### src/rtl/ast_rr_packet_mux.sv
// Avalon-ST N:1 packet mux: packet-atomic round-robin arbitration feeding a 2-entry output skid buffer.
// Optional macro AST_RR_MUX_CHANNEL_EN adds ast_source_channel_o carrying the source channel of each beat.
module ast_rr_packet_mux #(
    parameter int BYTE_W      = 8,
    parameter int AST_SYMBOLS = 1,
    parameter int AST_EMPTY_W = (AST_SYMBOLS == 1) ? 1 : $clog2(AST_SYMBOLS),
    parameter int IN_DIRS_CNT = 4,
    parameter int CH_W        = (IN_DIRS_CNT == 1) ? 1 : $clog2(IN_DIRS_CNT)
) (
    input  logic                                       clk_i,
    input  logic                                       arst_i,
    input  logic [IN_DIRS_CNT-1:0]                     chan_en_i,
    input  logic [IN_DIRS_CNT*AST_SYMBOLS*BYTE_W-1:0]  ast_sink_data_i,
    input  logic [IN_DIRS_CNT-1:0]                     ast_sink_valid_i,
    output logic [IN_DIRS_CNT-1:0]                     ast_sink_ready_o,
    input  logic [IN_DIRS_CNT*AST_EMPTY_W-1:0]         ast_sink_empty_i,
    input  logic [IN_DIRS_CNT-1:0]                     ast_sink_startofpacket_i,
    input  logic [IN_DIRS_CNT-1:0]                     ast_sink_endofpacket_i,
    output logic [AST_SYMBOLS*BYTE_W-1:0]              ast_source_data_o,
    output logic                                       ast_source_valid_o,
    input  logic                                       ast_source_ready_i,
    output logic [AST_EMPTY_W-1:0]                     ast_source_empty_o,
    output logic                                       ast_source_startofpacket_o,
`ifdef AST_RR_MUX_CHANNEL_EN
    output logic [CH_W-1:0]                            ast_source_channel_o,
`endif
    output logic                                       ast_source_endofpacket_o
);

    localparam int DATA_W = AST_SYMBOLS * BYTE_W;

    typedef enum logic {IDLE, LOCKED} state_t;

    state_t                  state;
    logic [CH_W-1:0]         rr_ptr, grant, pick, sel;
    logic                    pick_vld;
    logic [IN_DIRS_CNT-1:0]  cand;
    logic                    can_accept;
    logic                    push, pop;

    logic [DATA_W-1:0]       in_data;
    logic [AST_EMPTY_W-1:0]  in_empty;
    logic                    in_sop, in_eop;

    logic [DATA_W-1:0]       data_q  [2];
    logic [AST_EMPTY_W-1:0]  empty_q [2];
    logic                    sop_q   [2];
    logic                    eop_q   [2];
`ifdef AST_RR_MUX_CHANNEL_EN
    logic [CH_W-1:0]         chan_q  [2];
`endif
    logic                    wr_ptr, rd_ptr;
    logic [1:0]              count, count_nxt;

    function automatic logic [CH_W-1:0] nxt_ch(input logic [CH_W-1:0] x);
        return (int'(x) == IN_DIRS_CNT - 1) ? '0 : x + CH_W'(1);
    endfunction

    // First enabled+valid channel at or after rr_ptr, wrapping around.
    always_comb begin
        cand     = ast_sink_valid_i & chan_en_i;
        pick     = '0;
        pick_vld = 1'b0;
        for (int i = 0; i < IN_DIRS_CNT; i++) begin
            if (!pick_vld && cand[(int'(rr_ptr) + i) % IN_DIRS_CNT]) begin
                pick     = CH_W'((int'(rr_ptr) + i) % IN_DIRS_CNT);
                pick_vld = 1'b1;
            end
        end
    end

    // can_accept is a flop, so sink ready never sees ast_source_ready_i combinationally.
    always_comb begin
        ast_sink_ready_o = '0;
        if (can_accept) begin
            if (state == LOCKED)
                ast_sink_ready_o[grant] = 1'b1;
            else if (pick_vld)
                ast_sink_ready_o[pick] = 1'b1;
        end
    end

    assign sel      = (state == LOCKED) ? grant : pick;
    assign push     = |(ast_sink_valid_i & ast_sink_ready_o);
    assign in_data  = ast_sink_data_i[int'(sel)*DATA_W +: DATA_W];
    assign in_empty = ast_sink_empty_i[int'(sel)*AST_EMPTY_W +: AST_EMPTY_W];
    assign in_sop   = ast_sink_startofpacket_i[sel];
    assign in_eop   = ast_sink_endofpacket_i[sel];

    always_ff @(posedge clk_i or posedge arst_i) begin
        if (arst_i) begin
            state  <= IDLE;
            rr_ptr <= '0;
            grant  <= '0;
        end else if (push) begin
            case (state)
                IDLE: begin
                    if (in_eop) begin
                        rr_ptr <= nxt_ch(pick);
                    end else begin
                        grant <= pick;
                        state <= LOCKED;
                    end
                end
                LOCKED: begin
                    if (in_eop) begin
                        state  <= IDLE;
                        rr_ptr <= nxt_ch(grant);
                    end
                end
                default: state <= IDLE;
            endcase
        end
    end

    assign pop = ast_source_valid_o && ast_source_ready_i;

    always_comb begin
        count_nxt = count;
        case ({push, pop})
            2'b10:   count_nxt = count + 2'd1;
            2'b01:   count_nxt = count - 2'd1;
            default: count_nxt = count;
        endcase
    end

    always_ff @(posedge clk_i or posedge arst_i) begin
        if (arst_i) begin
            for (int i = 0; i < 2; i++) begin
                data_q[i]  <= '0;
                empty_q[i] <= '0;
                sop_q[i]   <= 1'b0;
                eop_q[i]   <= 1'b0;
`ifdef AST_RR_MUX_CHANNEL_EN
                chan_q[i]  <= '0;
`endif
            end
            wr_ptr     <= 1'b0;
            rd_ptr     <= 1'b0;
            count      <= '0;
            can_accept <= 1'b0;
        end else begin
            if (push) begin
                data_q[wr_ptr]  <= in_data;
                empty_q[wr_ptr] <= in_empty;
                sop_q[wr_ptr]   <= in_sop;
                eop_q[wr_ptr]   <= in_eop;
`ifdef AST_RR_MUX_CHANNEL_EN
                chan_q[wr_ptr]  <= sel;
`endif
                wr_ptr <= ~wr_ptr;
            end
            if (pop)
                rd_ptr <= ~rd_ptr;
            count      <= count_nxt;
            can_accept <= (count_nxt < 2'd2);
        end
    end

    assign ast_source_valid_o         = (count != 2'd0);
    assign ast_source_data_o          = data_q[rd_ptr];
    assign ast_source_empty_o         = empty_q[rd_ptr];
    assign ast_source_startofpacket_o = sop_q[rd_ptr];
    assign ast_source_endofpacket_o   = eop_q[rd_ptr];
`ifdef AST_RR_MUX_CHANNEL_EN
    assign ast_source_channel_o       = chan_q[rd_ptr];
`endif

endmodule

### config.mk
export PLATFORM = sky130hd
export DESIGN_NAME = ast_rr_packet_mux
export DESIGN_NICKNAME = d
export VERILOG_FILES = /design/src/rtl/ast_rr_packet_mux.sv
export SDC_FILE = /design/constraint.sdc
export NUM_CORES = 1
export LEC_CHECK = 0
export ABC_AREA = 1
export CAP_MARGIN = 20
export CORE_MARGIN = 3
export CORE_UTILIZATION = 44
export DETAILED_ROUTE_END_ITERATION = 8
export PLACE_DENSITY = 0.77
export SYNTH_ARGS = -nofsm -noshare
export SYNTH_HDL_FRONTEND = slang
export SYNTH_SLANG_ARGS = --single-unit
### constraint.sdc
create_clock -name clk_i -period 2.8 [get_ports clk_i]
set_input_delay 0.56 -clock clk_i [delete_from_list [all_inputs] [get_ports clk_i]]
set_output_delay 0.56 -clock clk_i [all_outputs]
set_load 0.05 [all_outputs]
[Word-level counts from Yosys, hierarchy flattened]
Index checks and enable logic that the tools add are counted.
Cells by class
  magnitude comparators: 13
  muxes and demuxes: 58
  equality and inequality tests: 6
  shifts and indexed selects: 2
  reduce and logical (&&, ||, !) cells: 17
  add/sub/neg operators: 7
  bitwise logic cells: 11
Operator list (number)
  two-way mux 8 bit: 4
  indexed part select 32 x 6 -> 8 bit: 1
  two-way mux 1 bit: 26
  two-way mux 2 bit: 9
  bitwise mux 16 bit: 1
  binary-select mux 1 bit (select 2 bit): 6
  less-than comparator 2 x 3 -> 1 bit, second input constant: 4
  less-than comparator 3 x 4 -> 1 bit, second input constant: 3
  two-way mux 4 bit: 3
  adder 2 x 1 -> 2 bit, second input constant: 4
  bitwise AND 4 bit: 2
  demux 8 bit (select 1 bit): 1
  case mux 2 bit (2 select lines): 2
  logical AND 1 bit: 7
  bitwise mux 2 bit: 3
  == test 2 x 1 -> 1 bit, second input constant: 3
  AND reduction 3 bit: 2
  OR reduction 2 bit: 3
  adder 2 bit, second input constant: 2
  demux 1 bit (select 2 bit): 2
  >= comparator 2 x 1 -> 1 bit, second input constant: 2
  >= comparator 2 bit, second input constant: 2
  NOT 1 bit: 4
  NOT 1 -> 2 bit: 2
  12 further kinds: 16
Storage, ports and cells
  logic and storage cells: 129
  bits of input ports: 55
  output and inout bits: 16
  register bits: 32

[Depth between registers and ports, before layout]
  word-level depth: 26
  mapped depth: 24
  gate-level depth less buffers: 23

[Worst setup path after synthesis]
No wires, ideal clock.
  kind: input port to output port
  from: in ast_sink_valid_i[2]
  to: out ast_sink_ready_o[1]
  buffers on the path: 0
  data arrival time: 2379 ps
  cell stages on the path: 14
  required time: 2240 ps
  slack: -139 ps
  cells stage by stage: nand2_1 > nand2_2 > nand2_2 > nand2_2 > nand2_4 > nand2_1 > nand3_1 > nand3_2 > inv_1 > ha_1 > inv_1 > nor2_1 > nand2_1 > a21oi_1
Between the ends
  cells in the longest elaborated chain, start to end: 20
  elaborated cells between the ends (all ways): 34
  classes of those cells: 2 x order compare; 24 x mux; 1 x bitwise; 7 x reduce/logical
Ends and longest elaborated chain
  start, declared: RTL line 14  | input logic [IN_DIRS_CNT-1:0] ast_sink_valid_i,
  bitwise AND 4 bit *: RTL line 61  | cand = ast_sink_valid_i & chan_en_i;
  binary-select mux 1 bit (select 2 bit): RTL line 65  | if (!pick_vld && cand[(int'(rr_ptr) + i) % IN_DIRS_CNT]) begin
  two-way mux 1 bit (not written as such): RTL line 65
  two-way mux 1 bit: RTL line 65
  logical NOT 1 bit: RTL line 65
  logical AND 1 bit: RTL line 65
  two-way mux 1 bit: RTL line 65
  logical NOT 1 bit: RTL line 65
  [5 not listed]
  net pick[0]: RTL line 35  | logic [CH_W-1:0] rr_ptr, grant, pick, sel;
  less-than comparator 2 x 3 -> 1 bit (not written as such) / >= comparator 2 x 1 -> 1 bit (equally long branches): RTL line 79  | ast_sink_ready_o[pick] = 1'b1;
  logical AND 1 bit (not written as such): RTL line 79
  two-way mux 1 bit (not written as such): RTL line 79
  demux 1 bit (select 2 bit) *: RTL line 79
  two-way mux 4 bit *: RTL line 78  | else if (pick_vld)
  two-way mux 4 bit *: RTL line 76  | if (state == LOCKED)
  two-way mux 4 bit *: RTL line 75  | if (can_accept) begin
  end, declared: RTL line 15  | output logic [IN_DIRS_CNT-1:0] ast_sink_ready_o,
Mark *: on every way through the listed nets, which the timed path passes. The rest lies on a longest branch. The select of a mux whose other input is x is not followed.

[Final worst setup path]
  from: reg rr_ptr[0]
  to: out ast_sink_ready_o[2]
Between the ends
  cells in the longest elaborated chain, start to end: 19
  elaborated cells between the ends (all ways): 36
  classes of those cells: 3 x add/sub; 2 x order compare; 24 x mux; 7 x reduce/logical
Ends and longest elaborated chain
  start, declared: RTL line 35
  start signal, assigned: RTL line 99  | rr_ptr <= nxt_ch(pick);
  start signal, assigned: RTL line 108  | rr_ptr <= nxt_ch(grant);
  adder 2 x 1 -> 2 bit / binary-select mux 1 bit (select 2 bit) (equally long branches): RTL line 65, 66
  binary-select mux 1 bit (select 2 bit) / two-way mux 1 bit (equally long branches): RTL line 65
  two-way mux 1 bit (not written as such): RTL line 65
  two-way mux 1 bit (not written as such) / logical NOT 1 bit (equally long branches): RTL line 65
  logical AND 1 bit: RTL line 65
  two-way mux 1 bit: RTL line 65
  logical NOT 1 bit: RTL line 65
  logical AND 1 bit: RTL line 65
  [4 not listed]
  net pick[1]: RTL line 35
  less-than comparator 2 x 3 -> 1 bit (not written as such) / >= comparator 2 x 1 -> 1 bit (equally long branches): RTL line 79
  logical AND 1 bit (not written as such): RTL line 79
  two-way mux 1 bit (not written as such): RTL line 79
  demux 1 bit (select 2 bit) *: RTL line 79
  two-way mux 4 bit *: RTL line 78
  two-way mux 4 bit *: RTL line 76
  two-way mux 4 bit *: RTL line 75
Marked as above.

==> key figures <==
Yosys
  – Post-Syn Instances: 363
  – Post-Syn Area: 0.002534 mm^2
  – Synth Net Count: 427
  – Yosys warning count: 0
  – Cell variety after synth: 28
  – Mean area per synthesized cell: 6.980 um^2
  – Seq/Total Area, Yosys: 0.3160
  – Synthesized flop and latch total: 32

Worst setup path
  – Worst Setup SP: rr_ptr[0]
  – CP most frequent cell: nand2_1
  – Critical path required time: 2.24 ns
  – Crit path max fanout: 6
  – Crit-path cells: buf_6 > buf_6 > nand3_4 > nand3_4 > nand2_4 > nand3_1 > nand2_1 > nand2_1 > nand2_2 > ha_1 > inv_1 > nor2_1 > nand2_1 > buf_4 > a21oi_4 > buf_12
  – Critical Path AT: 2.43 ns
  – Reg2reg start: rr_ptr[0]
  – Critical path launch point type: register
  – Setup CP Type: register to output pin
  – Critical path endpoint category: output pin
  – CP max stage delay: 0.43 ns
  – CP max-delay cell: dfrtp_2

Detailed routing
  – Met1 wire length: 3413 um
  – DR pass1 iterations: 5
  – Vias: 2844
  – Vias/cell: 5.247
  – WL final: 8355 um
  – Top Metal Used: met4
  – Met2 routed WL: 4255 um
  – Antenna-violating nets left: 0
  – 1st-iter DRT viols: 233
  – # DRC: 0
  – Avg WL per Cell: 15.42 um
  – Met3 wire length: 508 um

Min path
  – Worst min-delay path class: register to register
  – Hold_sp: data_q[3]

Timing
  – Hold Vio Cnt, Final: 0
  – Max Clock Skew: 0.003775 ns
  – Slew margin rel.: 0.6213
  – RSZ-0062 raised after global routing: yes
  – FMAX: 334.0 MHz
  – Period utilization: 1.069
  – Final Slew Violations: 0
  – Tmin final: 2.994 ns
  – Worst Slack Setup Final: -0.1942 ns
  – # setup viols final: 24
  – Worst Max-Slew Pin Slew: 0.5680 ns

Layout
  – Commonest cells after routing, fill and taps aside: nand2_1, clkdlybuf4s50_1, nand3_1
  – Ant diodes: 0
  – FF/Latch Area: 803.3 um^2
  – Layout area overhead: 60.89%
  – Fin nets: 533
  – Multi-input logic area: 0.001829 mm^2
  – Leading cell type in the layout, fill and taps excluded: nand2_1
  – Fillers: 394
  – Share of cells above drive strength 1: 0.3319
  – Core Util, Final: 0.7358
  – Cell area after layout: 0.004076 mm^2

Floorplanning
  – Die Wd: 81.89 um
  – Ports: 71
  – FP Rows: 27
  – Die H: 81.89 um
  – Initial Utilization: 0.4573
  – Die ar.: 0.006705 mm^2
  – Core region area: 0.005540 mm^2

Clock network
  – # clock sinks: 32
  – Worst-path clk slew: 0.06 ns
  – CTS Buffer Depth: 2
  – Root buffer cell: clkbuf_8
  – CTS tree: yes
  – Num CTS Buffers: 5
  – Worst-skew pair later-pin latency: 0.28 ns
  – H-Tree Depth: 2
  – CTS hold repair buffers: 0

Placement
  – Final Wtd Congestion: 0.8508
  – Dpl cell area: 0.003458 mm^2
  – Port Buf Inserts: 70
  – DPL Wire Length: 5077 um

Run status
  – Failing checks: negative setup slack
  – Status: complete, but fails checks

Global route
  – Vias in the first global route: 2502
  – First-pass GRT wire length: 11210 um
  – Global route overflow: 0
  – Initial antenna violation count: 0
  – GRT Util Overall: 0.2132
  – Maximum number of pins on one net before global-route repair: 33

Run
  – Maxcap violations: 0
## worst max-delay path, delay by kind of cell, from the launching register on
family / cells / cell delay [ns]
DFF: 1 / 0.43
buffers and inverters: 5 / 0.62
adders and majority gates: 1 / 0.17
AOI/OAI and AO/OA: 1 / 0.13
and+or+nand+nor: 9 / 0.80
## worst paths after layout
path                                            end  slack [ns]  depth (start not counted)
max in group asynchronous                 rr_ptr[1]        1.84                          3
worst max register to register           data_q[13]       -0.10                         24
min in group asynchronous                 data_q[2]        0.66                          3
worst max-delay path            ast_sink_ready_o[2]       -0.19                         16
worst min-delay path                      data_q[3]        0.48                          2
worst min register to register            data_q[3]        0.48                          2
## area by class of cell
| type | count | area share |
|---|---|---|
| Clock buffer | 8 | 0.02210 |
| Inverter | 23 | 0.02977 |
| Multi-Input combinational cell | 293 | 0.4487 |
| Sequential cell | 32 | 0.1971 |
| Tap cell | 72 | 0.02210 |
| Timing Repair Buffer | 112 | 0.2756 |
| Timing Repair inverter | 2 | 0.004604 |
## per-stage QoR
stage          cells  setup WS, ns  setup TNS, ns  hold slack [ns]
5_1_grt          542       -0.2953         -5.847           0.5038
6_report         542       -0.1942         -1.812           0.4802
3_5_place_dp     514       -0.6436         -14.02           0.4645
4_1_cts          530      -0.08863        -0.3465           0.4817
3_3_place_gp     514       -0.4831         -10.69           0.4567
2_1_floorplan    363       0.05031              0           0.4434
## synth_stat cells (all sizes together)
master	instances	share of area
inv	23	0.036
dfrtp	32	0.32
nor2	11	0.024
or2	1	0.0025
xnor2	2	0.0069
buf	13	0.041
mux2	10	0.044
ha	9	0.044
and2	10	0.025
nand3	70	0.15
a21oi	6	0.012
xor2	1	0.0035
nand2	163	0.27
nand4	3	0.013
o21ai	7	0.017
clkbuf	2	0.0030
## cell families (layout without fill, tap and decap cells)
group                    Yosys count  count (layout)  synth area share
AND/OR/NAND/NOR                  258             258            0.4756
buffers and inverters             38             145           0.08049
flip-flops                        32              32            0.3161
AO/OA/AOI/OAI                     13              13           0.02864
multiplexers                      10              10           0.04445
adder cells (fa/ha/maj)            9               9           0.04445
XOR/XNOR                           3               3           0.01037
## what timing repair did
item                                   4_1_cts  5_1_grt
buffers inserted                             7       10
endpoints found under the hold margin        0        0
pin swaps                                   20       18
resized for setup                           55       71
cloned                                       1        2
setup endpoints to repair                   34       34
## state kept, by name, summed over array words and instances, names as in the netlist, named ones only
| register | flops |
|---|---|
| can_accept | 1 |
| state | 1 |
| count | 1 |
| empty_q | 2 |
| wr_ptr | 1 |
| eop_q | 2 |
| rr_ptr | 2 |
| rd_ptr | 1 |
| data_q | 16 |
| sop_q | 2 |
| grant | 2 |
## routing by layer
| metal | up-vias | track usage |
|---|---|---|
| li1 | 1378 | - |
| met1 | 1333 | 0.2812 |
| met2 | 112 | 0.3586 |
| met3 | 21 | 0.03728 |
| met4 | 0 | 0.05648 |
| met5 | - | 0 |
Power is left out: the tool's default activity adds up to more than one toggle a clock period on the data nets, which glitch-free logic cannot reach.
